[config.mk]
export PLATFORM = sky130hd
export DESIGN_NAME = uart_rx_byte
export DESIGN_NICKNAME = d
export VERILOG_FILES = /design/src/rtl/uart_rx_byte.sv
export SDC_FILE = /design/constraint.sdc
export NUM_CORES = 1
export LEC_CHECK = 0
export CORE_MARGIN = 4
export CORE_UTILIZATION = 59
export CTS_BUF_LIST = sky130_fd_sc_hd__clkbuf_2 sky130_fd_sc_hd__clkbuf_4 sky130_fd_sc_hd__clkbuf_8
export DETAILED_ROUTE_END_ITERATION = 10
export GPL_ROUTABILITY_DRIVEN = 0
export PLACE_DENSITY = 0.87
export SLEW_MARGIN = 20
export SYNTH_ARGS = -nofsm -noshare
export SYNTH_HDL_FRONTEND = slang
export SYNTH_SLANG_ARGS = --single-unit
[constraint.sdc]
create_clock -name clk -period 2.4 [get_ports clk]
set_input_delay 0.24 -clock clk [delete_from_list [all_inputs] [get_ports clk]]
set_output_delay 0.24 -clock clk [all_outputs]
set_load 0.1 [all_outputs]
[src/rtl/uart_rx_byte.sv]
// UART receiver: 2-FF synchronised line, mid-bit sampling, 8 data bits LSB-first,
// one-byte valid/ready holding register. Optional even parity with `UART_RX_PARITY_EN.
module uart_rx_byte #(
  parameter int CLK_FREQ  = 125000000,
  parameter int BAUD_RATE = 9600
) (
  input  logic       clk,
  input  logic       rst,
  input  logic       rx_pin_in,
  output logic [7:0] rx_data,
  output logic       rx_valid,
  input  logic       rx_ready,
  output logic       frame_err,
  output logic       overrun,
  output logic       parity_err
);

  localparam int CLKS_PER_BIT = CLK_FREQ / BAUD_RATE;
  localparam int HALF_BIT     = CLKS_PER_BIT / 2;
  localparam logic [14:0] BIT_LAST  = 15'(CLKS_PER_BIT - 1);
  localparam logic [14:0] HALF_LAST = 15'(HALF_BIT - 1);

  typedef enum logic [2:0] {
    IDLE   = 3'd0,
    START  = 3'd1,
    DATA   = 3'd2,
`ifdef UART_RX_PARITY_EN
    PARITY = 3'd3,
`endif
    STOP   = 3'd4,
    BREAK  = 3'd5
  } state_t;

  state_t      state_q, state_d;
  logic        sync1_q, sync2_q;
  logic [14:0] cnt_q, cnt_d;
  logic [2:0]  idx_q, idx_d;
  logic [7:0]  shreg_q, shreg_d;
  logic [7:0]  rx_data_q;
  logic        rx_valid_q;
  logic        frame_err_q;
  logic        overrun_q;
  logic        deliver_s;
  logic        ferr_s;
  logic        rxs;

`ifdef UART_RX_PARITY_EN
  logic        par_bad_q, par_bad_d;
  logic        perr_s;
  logic        parity_err_q;

  function automatic logic even_parity_ok(input logic [7:0] d, input logic p);
    return ~(^d ^ p);
  endfunction
`endif

  assign rxs = sync2_q;

  // Two-flop synchroniser for the asynchronous line, idling high.
  always_ff @(posedge clk or negedge rst) begin
    if (!rst) begin
      sync1_q <= 1'b1;
      sync2_q <= 1'b1;
    end else begin
      sync1_q <= rx_pin_in;
      sync2_q <= sync1_q;
    end
  end

  // Receive FSM state, baud counter, bit index and shift register.
  always_ff @(posedge clk or negedge rst) begin
    if (!rst) begin
      state_q <= IDLE;
      cnt_q   <= 15'd0;
      idx_q   <= 3'd0;
      shreg_q <= 8'h00;
`ifdef UART_RX_PARITY_EN
      par_bad_q <= 1'b0;
`endif
    end else begin
      state_q <= state_d;
      cnt_q   <= cnt_d;
      idx_q   <= idx_d;
      shreg_q <= shreg_d;
`ifdef UART_RX_PARITY_EN
      par_bad_q <= par_bad_d;
`endif
    end
  end

  // Next-state logic; sample points are mid-start, then one bit period apart.
  always_comb begin
    state_d   = state_q;
    cnt_d     = cnt_q;
    idx_d     = idx_q;
    shreg_d   = shreg_q;
    deliver_s = 1'b0;
    ferr_s    = 1'b0;
`ifdef UART_RX_PARITY_EN
    par_bad_d = par_bad_q;
    perr_s    = 1'b0;
`endif
    case (state_q)
      IDLE: begin
        cnt_d = 15'd0;
        if (!rxs) begin
          state_d = START;
        end else begin
          state_d = IDLE;
        end
      end
      START: begin
        if (cnt_q == HALF_LAST) begin
          cnt_d = 15'd0;
          idx_d = 3'd0;
          if (rxs) begin
            state_d = IDLE;
          end else begin
            state_d = DATA;
          end
        end else begin
          cnt_d = cnt_q + 15'd1;
        end
      end
      DATA: begin
        if (cnt_q == BIT_LAST) begin
          cnt_d          = 15'd0;
          shreg_d[idx_q] = rxs;
          if (idx_q == 3'd7) begin
`ifdef UART_RX_PARITY_EN
            state_d = PARITY;
`else
            state_d = STOP;
`endif
          end else begin
            idx_d = idx_q + 3'd1;
          end
        end else begin
          cnt_d = cnt_q + 15'd1;
        end
      end
`ifdef UART_RX_PARITY_EN
      PARITY: begin
        if (cnt_q == BIT_LAST) begin
          cnt_d     = 15'd0;
          par_bad_d = ~even_parity_ok(shreg_q, rxs);
          perr_s    = ~even_parity_ok(shreg_q, rxs);
          state_d   = STOP;
        end else begin
          cnt_d = cnt_q + 15'd1;
        end
      end
`endif
      STOP: begin
        if (cnt_q == BIT_LAST) begin
          cnt_d = 15'd0;
          if (rxs) begin
            state_d = IDLE;
`ifdef UART_RX_PARITY_EN
            deliver_s = ~par_bad_q;
`else
            deliver_s = 1'b1;
`endif
          end else begin
            ferr_s  = 1'b1;
            state_d = BREAK;
          end
        end else begin
          cnt_d = cnt_q + 15'd1;
        end
      end
      BREAK: begin
        cnt_d = 15'd0;
        if (rxs) begin
          state_d = IDLE;
        end else begin
          state_d = BREAK;
        end
      end
      default: begin
        state_d = IDLE;
        cnt_d   = 15'd0;
      end
    endcase
  end

  // Holding register: a new byte replaces the old one only if it is being consumed.
  always_ff @(posedge clk or negedge rst) begin
    if (!rst) begin
      rx_data_q   <= 8'h00;
      rx_valid_q  <= 1'b0;
      frame_err_q <= 1'b0;
      overrun_q   <= 1'b0;
    end else begin
      frame_err_q <= ferr_s;
      overrun_q   <= deliver_s & rx_valid_q & ~rx_ready;
      if (deliver_s && (!rx_valid_q || rx_ready)) begin
        rx_data_q  <= shreg_q;
        rx_valid_q <= 1'b1;
      end else if (rx_valid_q && rx_ready) begin
        rx_valid_q <= 1'b0;
      end
    end
  end

`ifdef UART_RX_PARITY_EN
  // Parity error pulse register.
  always_ff @(posedge clk or negedge rst) begin
    if (!rst) begin
      parity_err_q <= 1'b0;
    end else begin
      parity_err_q <= perr_s;
    end
  end
  assign parity_err = parity_err_q;
`else
  assign parity_err = 1'b0;
`endif

  assign rx_data   = rx_data_q;
  assign rx_valid  = rx_valid_q;
  assign frame_err = frame_err_q;
  assign overrun   = overrun_q;

endmodule

==> results.md <==
- Status: finished clean
- Total negative slack: 0 ns
- Setup crit end: cnt_q[6]$_DFF_PN0_
- Pint: 0.000946 W
- Commonest cells after routing, fill and taps aside: 40 x dfrtp_1, 21 x nor2_1, 18 x mux2_2
- Seq cells post-synth: between 40 and 50
- Clock slew at the register clock pins of the worst setup and hold paths: 0.12 ns
- Nets: between 200 and 250
- Final antenna diode count: 0
- Die Wd: 67.0 microns
- Syn nets: 191
- Pins Over Slew Limit: 0
- Finish-stage setup viols: 0
- Top Ports: 16
- Setup CP Type: reg2reg
- Reg2reg end: cnt_q[6]$_DFF_PN0_
- Clk sinks: 42
- CTS HTree Levels: 2
- Post-synth EDFFs: 0
- R2r worst-path depth: 4
- Launching point of the worst reg2reg path: cnt_q[4]$_DFF_PN0_
- # hold bufs at CTS: 0
- Achievable frequency: 464 MHz
- Reg area: 0.00105 sq mm
- First-pass GRT wire length: 6.67 mm
- Initial DRC Count: 78
- Switching Share: 0.203
- DRC Markers: 0
- Post-Synthesis Cells: 183
- Arrival time at the worst endpoint: between 2 and 2.5 ns
- CTS tree: done
- Crit-path max FO: 15
- Port bufs: 14
- Final Core Density: 0.684
- Share of layout cells above drive strength 1: 0.241
- Combinational power share: 0.021
- Gates resized, CTS repair: 0
- Post-synthesis cell area: 0.00205 sq mm
- Post-route ant nets: 0
- Vias: 1473
- CP Capture Type: flop
- Insertion delay to the later sink of the worst-skew pair: around 0.34 ns
- Cell area power density: 519 mW/mm^2
- Vias in the first global route: 1428
- Clock Skew: around 0.013 ns
- Reg power frac: 0.602
- Initial antenna violation count: 0
- Core ar.: 0.00334 sq mm
- Final Hold Violating Endpoints: 0
- Asr flop ratio synth: 1.00
- Slew margin rel.: 0.400
- CTS Buf Count: 5
- Avg WL per Cell: 15.3 microns
- Synth Flop Type: dfrtp_1
- Die area: 0.00449 sq mm
- Total GRT Usage: 0.197
- Starting density of the core: 0.615
- Hold WS: 0.0177 ns
- Clk buf depth: 2
- Max Cap Viol: 0
- Fillcell total: 250
- Syn avg cell area: 11.2 sq um
- RSZ-0062 raised after global routing: no
- Reg2reg setup slack: between 0.2 and 0.25 ns
- Grt ovf: 0
- Clock Root Buffer: clkbuf_4
- Dpl hpwl: 2.79 mm
- CP startpoint: cnt_q[4]$_DFF_PN0_
- Fin crit period: 2.15 ns
- Seq/Total Area, Yosys: 0.513
- Drt pass-1 iters: 4
- Worst EP required: 2.61 ns
- Worst Hold Class: in2async
- Commonest non-fill, non-tap cell in the layout: dfrtp_1
- Row Count: 21
- Syn. warnings: 0
- Largest net degree at the start of global routing: 43
- Peak supply drop: 0.440 mV
- Lkg Pwr: 0.991 nW
- Psw: 0.000240 W
- Clock network power share: 0.377
- Tightest Pin Transition: 0.900 ns
- Post-route clock period utilization: 0.897
- Final wirelength: 3.80 mm
- Distinct cells, synth: 39
- Die Span Y: 67.0 microns
- Area Overhead vs Synth: 11.3%
- Area of the multi-input gates: around 950 sq um
- Worst setup SP type: flop
- Vias per cell: approximately 5.9
-- cells by family (layout without fill, tap and decap cells) --
kind of cell,count (synthesis),in the layout,synth area share
AND/OR/NAND/NOR,88,88,0.243
flip-flops,42,42,0.513
multiplexers,18,18,0.0988
XOR/XNOR,13,13,0.0555
AO/OA/AOI/OAI,9,9,0.0384
buffers and inverters,8,28,0.0244
adder cells (fa/ha/maj),4,4,0.0244
other,1,1,0.00183
-- power groups by stage --
stage / combinational, W / sequential [W] / clock [W]
2_1_floorplan: 0.0000111 / 0.000725 / 0
3_3_place_gp: 0.0000253 / 0.000727 / 0
3_5_place_dp: 0.0000258 / 0.000727 / 0
4_1_cts: 0.0000260 / 0.000714 / 0.000460
5_1_grt: 0.0000283 / 0.000715 / 0.000488
6_report: 0.0000248 / 0.000714 / 0.000447
-- synthesized netlist by cell type (all sizes together), types with 2 or more instances --
master | n | area share
nor3b | 3 | 0.011
buf | 3 | 0.015
or4 | 2 | 0.0091
xnor2 | 11 | 0.047
mux2 | 18 | 0.099
inv | 3 | 0.0055
nor3 | 7 | 0.017
ha | 4 | 0.024
nand3 | 7 | 0.020
nor4b | 2 | 0.0085
a22o | 2 | 0.0085
clkbuf | 2 | 0.0043
nor4 | 12 | 0.044
nor2 | 21 | 0.038
nand2 | 15 | 0.027
o21ai | 3 | 0.0073
nand2b | 6 | 0.018
xor2 | 2 | 0.0085
nand4 | 5 | 0.015
dfstp | 2 | 0.026
dfrtp | 40 | 0.49
-- layout make-up --
class / count / area share
inverter: 3 / 0.00493
sequential: 42 / 0.461
multi-input combinational: 133 / 0.415
clock inverter: 2 / 0.0164
tap: 46 / 0.0252
timing repair buffer: 17 / 0.0570
clock buffer: 6 / 0.0197
-- worst max-delay path, stage by stage (launching register included) --
cell	delay [ns]
dfrtp_1	0.47
or4b_1	0.58
or4_4	0.46
a22oi_4	0.41
nor2_1	0.11
-- layer usage --
layer / global-route usage / vias up / share of wire
met5: 0 / - / 0
met3: 0.0354 / 8 / 0.049
li1: - / 696 / -
met4: 0.0557 / 0 / 0.016
met2: 0.324 / 55 / 0.48
met1: 0.264 / 714 / 0.45
-- flip-flops by register name, summed over array words and instances (netlist names) --
signal	count
cnt_q	15
rx_data	8
shreg_q	8
idx_q	3
state_q	3
frame_err	1
overrun	1
rx_valid	1
rxs	1
sync1_q	1
-- worst min-delay path by stage --
| stage | depth (start not counted) | slack, ns | from | endpoint |
|---|---|---|---|---|
| after floorplan | 0 | -0.06 | rst | cnt_q[0]$_DFF_PN0_ |
| after global placement | 0 | 0.35 | sync1_q$_DFF_PN1_ | rxs$_DFF_PN1_ |
| after detailed placement | 0 | 0.35 | sync1_q$_DFF_PN1_ | rxs$_DFF_PN1_ |
| after CTS | 1 | 0.04 | rst | state_q[1]$_DFFE_PN0P_ |
| after global routing | 1 | 0.08 | rst | cnt_q[12]$_DFF_PN0_ |
| final | 1 | 0.02 | rst | state_q[0]$_DFFE_PN0P_ |
-- what timing repair did --
item / 4_1_cts / 5_1_grt
setup buffers: 0 / 1
hold endpoints to repair: 0 / 0
setup endpoints to repair: 0 / 8
-- per-stage QoR --
step	cell area (sq um)	cells	worst slack, ns	power [W]
finish	2280	249	0.247	0.00119
global route	2280	249	0.157	0.00123
CTS	2280	248	0.0613	0.00120
detailed placement	2190	240	0.0780	0.000753
global placement	2190	240	0.209	0.000753
floorplan	2050	183	0.389	0.000736
No activity file was read; power rests on OpenSTA's default activity.
==> RTL change 1 (same flow settings) <==
Register the output `frame_err` once more; this adds one clock of latency there. The other outputs are not delayed to match.
--- a/src/rtl/uart_rx_byte.sv
+++ b/src/rtl/uart_rx_byte.sv
@@ -220,5 +220,7 @@
   assign rx_data   = rx_data_q;
   assign rx_valid  = rx_valid_q;
-  assign frame_err = frame_err_q;
+  always_ff @(posedge clk) begin
+    frame_err <= frame_err_q;
+  end
   assign overrun   = overrun_q;
 
Check against the original RTL: same outputs for any inputs over 10 cycles, from zero or initial values and one cycle with rst low; that may be too few to reach the edited logic, so the function may still have changed.
==> RTL change 1 against the unedited design <==
  * The run now ends with negative hold slack left
  * Non-clock buffer count shrank 2
  * Synthesized cell count grew 0.55%
  * Clock skew shrank 0.0071 ns
  * Total power shrank 6.3%
  * Sequential cell count grew 1
  * Cell area shrank 0.88%
  * Count of clock-buffer cells in the layout is the same
  * Wire length grew 3.3%
  * Setup slack lost 0.11 ns
  * Critical path depth grew 1
  * Area after synthesis grew 0.98%
==> RTL change 1: results (changes against the unedited design) <==
failing checks negative hold slack; htree depth 2 (unchanged); Yosys warning count 0 (unchanged); R2R cell count 5 (+1); # port buffers 14 (unchanged); outcome finished with violations; pre-CTS setup slack 0.181 ns (+0.103 ns); hpwl dp 2800 um (+0.59%); Synth Area in Compound Gates 3.80% (-0.037 points); internal power 856 uW (-9.5%); xor/xnor share of the synthesized area 5.50% (-0.054 points); number of DRC markers in iteration 0 80 (+2.6%); Slowest cell on crit path nor4_4; Mapped Nets 192 (+0.52%); WL/cell 15.8 um (+3.7%); Distinct cells, synth 40 (+2.6%); mux contribution to synthesized area 9.78% (-0.095 points); Max Clock Skew 0.00600 ns (-0.00714 ns); max incr delay on CP 0.63 ns (+0.05 ns); CP Data Arrival Time 2.52 ns (+0.16 ns); GRT Total Usage 19.7% (about the same); Filler cells 265 (+6.0%); asr flop ratio synth 97.7% (-2.3 points); worst skew pair latency 0.36 ns (+0.02 ns); worst rel slew slack 40.3% (+0.25 points); first-pass GRT wire length 6560 um (-1.7%); DR pass1 iterations 4 (unchanged); worst-path fanout max 8 (-7); share of layout cells above drive strength 1 23.3% (-0.87 points); Fin. Hold Viols 18 (+18); worst hold margin -0.0146 ns (-0.0323 ns); Pleak 0.978 nW (-1.3%); Max rail drop VDD 325 uV (-26%); adder-cell area share of the yosys netlist 2.42% (-0.024 points); vias in the first global route 1393 (-2.5%); sequential fraction of the synthesis area 51.8% (+0.47 points); top cells by area, synth dfrtp_1 48%, mux2_2 9.8%, xnor2_1 4.6%
[RTL change 1: metal layers]
metal	share of wire [%]	GRT usage (%)
met2	49	29.4
met1	44	25.5
met3	5.2	6.32
met4	2.6	10.1
met5	0	0
[RTL change 1: worst paths after layout]
check	from	end	slack (ns)
worst min register to register	frame_err_q	frame_err	0.37
max in group asynchronous	rst	rx_data[4]	1.85
worst min-delay path	rst	rx_data[3]	-0.01
min in group clk	rx_pin_in	sync1_q	0.28
worst max register to register	cnt_q[0]	rx_data[6]	0.14
worst max-delay path	cnt_q[0]	rx_data[6]	0.14
[RTL change 1: cells by family (layout without fill, tap and decap cells)]
logic type,count (synthesis),in the layout
adder cells (fa/ha/maj),4,4
AND/OR/NAND/NOR,88,88
multiplexers,18,18
XOR/XNOR,13,13
other,1,1
flip-flops,43,43
AO/OA/AOI/OAI,9,9
buffers and inverters,8,26
[RTL change 1: worst reg2reg max path, stage by stage (launching register included)]
cell,delay [ns]
dfrtp_1,0.44
ha_1,0.25
and4_1,0.26
nand3_1,0.16
nor4_4,0.63
mux2_2,0.41
[RTL change 1: power groups by stage]
| stage | logic (mW) | clock network (mW) | registers [mW] |
|---|---|---|---|
| finish | 0.0249 | 0.356 | 0.731 |
| floorplan | 0.0111 | 0 | 0.742 |
| detailed placement | 0.0261 | 0 | 0.744 |
| global placement | 0.0250 | 0 | 0.744 |
| global route | 0.0283 | 0.403 | 0.732 |
| CTS | 0.0261 | 0.364 | 0.731 |
[RTL change 1: layout make-up]
type | instances | share of cell area, %
Sequential cell | 43 | 47.4
Tap cell | 46 | 2.54
Inverter | 3 | 0.498
Timing Repair Buffer | 15 | 5.09
Multi-Input combinational cell | 133 | 41.9
Clock inverter | 2 | 0.553
Clock buffer | 6 | 1.99
[RTL change 1: through the flow]
| step | cell area (um2) | power, mW |
|---|---|---|
| 6_report | 2260 | 1.11 |
| 4_1_cts | 2260 | 1.12 |
| 2_1_floorplan | 2070 | 0.753 |
| 5_1_grt | 2260 | 1.16 |
| 3_5_place_dp | 2210 | 0.771 |
| 3_3_place_gp | 2210 | 0.769 |
==> RTL change 2 (same settings) <==
Made on the original files. Build with the macro `UART_RX_PARITY_EN` defined.
--- a/src/rtl/uart_rx_byte.sv
+++ b/src/rtl/uart_rx_byte.sv
@@ -1,4 +1,6 @@
 // UART receiver: 2-FF synchronised line, mid-bit sampling, 8 data bits LSB-first,
 // one-byte valid/ready holding register. Optional even parity with `UART_RX_PARITY_EN.
+`define UART_RX_PARITY_EN
+
 module uart_rx_byte #(
   parameter int CLK_FREQ  = 125000000,
Formal check against the unedited RTL: same outputs for any inputs over 10 cycles, from zero or initial values and one cycle with rst low; that may be too few to reach the edited logic, so the function may still have changed.
==> RTL change 2 against the unedited design <==
  * Setup slack worse by 0.16 ns
  * Synthesized cell count up 4.9%
  * First-iteration DRC count up 27%
  * Critical path depth up 1
  * Wire length grew 7.0%
  * Total power grew 21%
  * Sequential cell count up 2
  * Area after synthesis grew 4.4%
  * Cell area rose by 7.0%
  * Critical path type unchanged
  * Highest routed layer unchanged
==> RTL change 2: results (changes against the unedited design) <==
outcome complete, no violations; top cells by area, synth dfrtp_1 49%, mux2_2 8.4%, xnor2_1 5.7%; number of DRC markers in iteration 0 99 (+27%); area occupied by multi-input gates 1010 um2 (+6.7%); grt met3 use 4.43% (+0.89 points); Clock Power 666 uW (+49%); met2 usage 33.1% (+0.67 points); Inverters 3 (unchanged); fraction of area in registers 45.2% (-0.95 points); Comb power frac 1.4% (-0.7 points); Non-CTS buffers 17 (unchanged); Filler cells 252 (+0.80%); sequential fraction of the synthesis area 51.5% (+0.18 points); M1 wire length 1730 um (+1.2%); dpl cell area 2300 um2 (+5.0%); Max Clock Skew 0.00591 ns (-0.00724 ns); GRT Total Usage 20.6% (+0.93 points); reg2reg end shreg_q[0]; Synth top cells by count 42 x dfrtp_1, 24 x nor2_1, 16 x mux2_2, 14 x xnor2_1, 11 x nand2_1; # port buffers 15 (+1); FF-to-FF Start cnt_q[8]; CP Data Arrival Time 2.57 ns (+0.21 ns); Max rail drop VDD 395 uV (-10%); GR Util met1 26.1% (-0.37 points); DR WL met2 2010 um (+9.1%); FF+latch count 44 (+4.8%); Non-clock buffering overhead 5.33% (-0.37 points); largest net degree at the start of global routing 45 (+4.7%); Pleak 1.13 nW (+14%); net switching power 255 uW (+6.2%); Setup Total Neg Slack 0 ns (unchanged); pre-CTS setup slack 0.0780 ns (-0.0000666 ns); Largest Register cnt_q; placed insts 249 (+3.8%); Worst-path clk slew 0.13 ns; Die W 68.3 um (+1.9%); post-route ant nets 0 (unchanged); Synth Instances 192 (+4.9%); metal3 WL 247 um (+31%); Final nets 218 (+3.8%); comb_multi_in 139 (+4.5%); period utilisation layout 96.5% (+6.7 points); WL/cell 15.8 um (+3.7%); Mapped Nets 200 (+4.7%); first-pass GRT wire length 6980 um (+4.6%); Clock buf/inv share 5.23% (+1.6 points); utilization after layout 71.5% (+3.1 points); worst-path fanout max 7 (-8); Vias 1489 (+1.1%); Distinct cells, synth 41 (+5.1%); worst hold margin 0.0139 ns (-0.00387 ns); hpwl dp 2980 um (+6.8%); r2r setup slk 0.08 ns (-0.16 ns); worst rel slew slack 38.0% (-2.1 points); power density over the cells 587 nW/um2 (+13%); R2R cell count 5 (+1)
[RTL change 2: cell count changes after synthesis, sizes merged, moves of 3 or more]
cell	unedited run	this run
nor4	12	5
nand2b	6	2
nor2	21	24
nand2	15	11
and3	0	3
xor2	2	6
or3b	1	4
a21oi	1	4
nor2b	0	3
xnor2	11	14
[RTL change 2: critical path, stage by stage, from the launching register on]
cell and delay [ns]:
dfrtp_1 0.50, or4b_4 0.56, nor4_4 0.26, or2b_1 0.31, nor4_1 0.23, mux2_2 0.37
[RTL change 2: cells by family (layout without fill, tap and decap cells)]
| family | after synthesis | in the layout | share of synthesized area (%) |
|---|---|---|---|
| flip-flops | 44 | 44 | 51.5 |
| adder cells (fa/ha/maj) | 4 | 4 | 2.34 |
| multiplexers | 19 | 19 | 10.0 |
| AND/OR/NAND/NOR | 85 | 85 | 23.0 |
| XOR/XNOR | 20 | 20 | 8.18 |
| AO/OA/AOI/OAI | 11 | 11 | 3.21 |
| buffers and inverters | 9 | 28 | 1.75 |
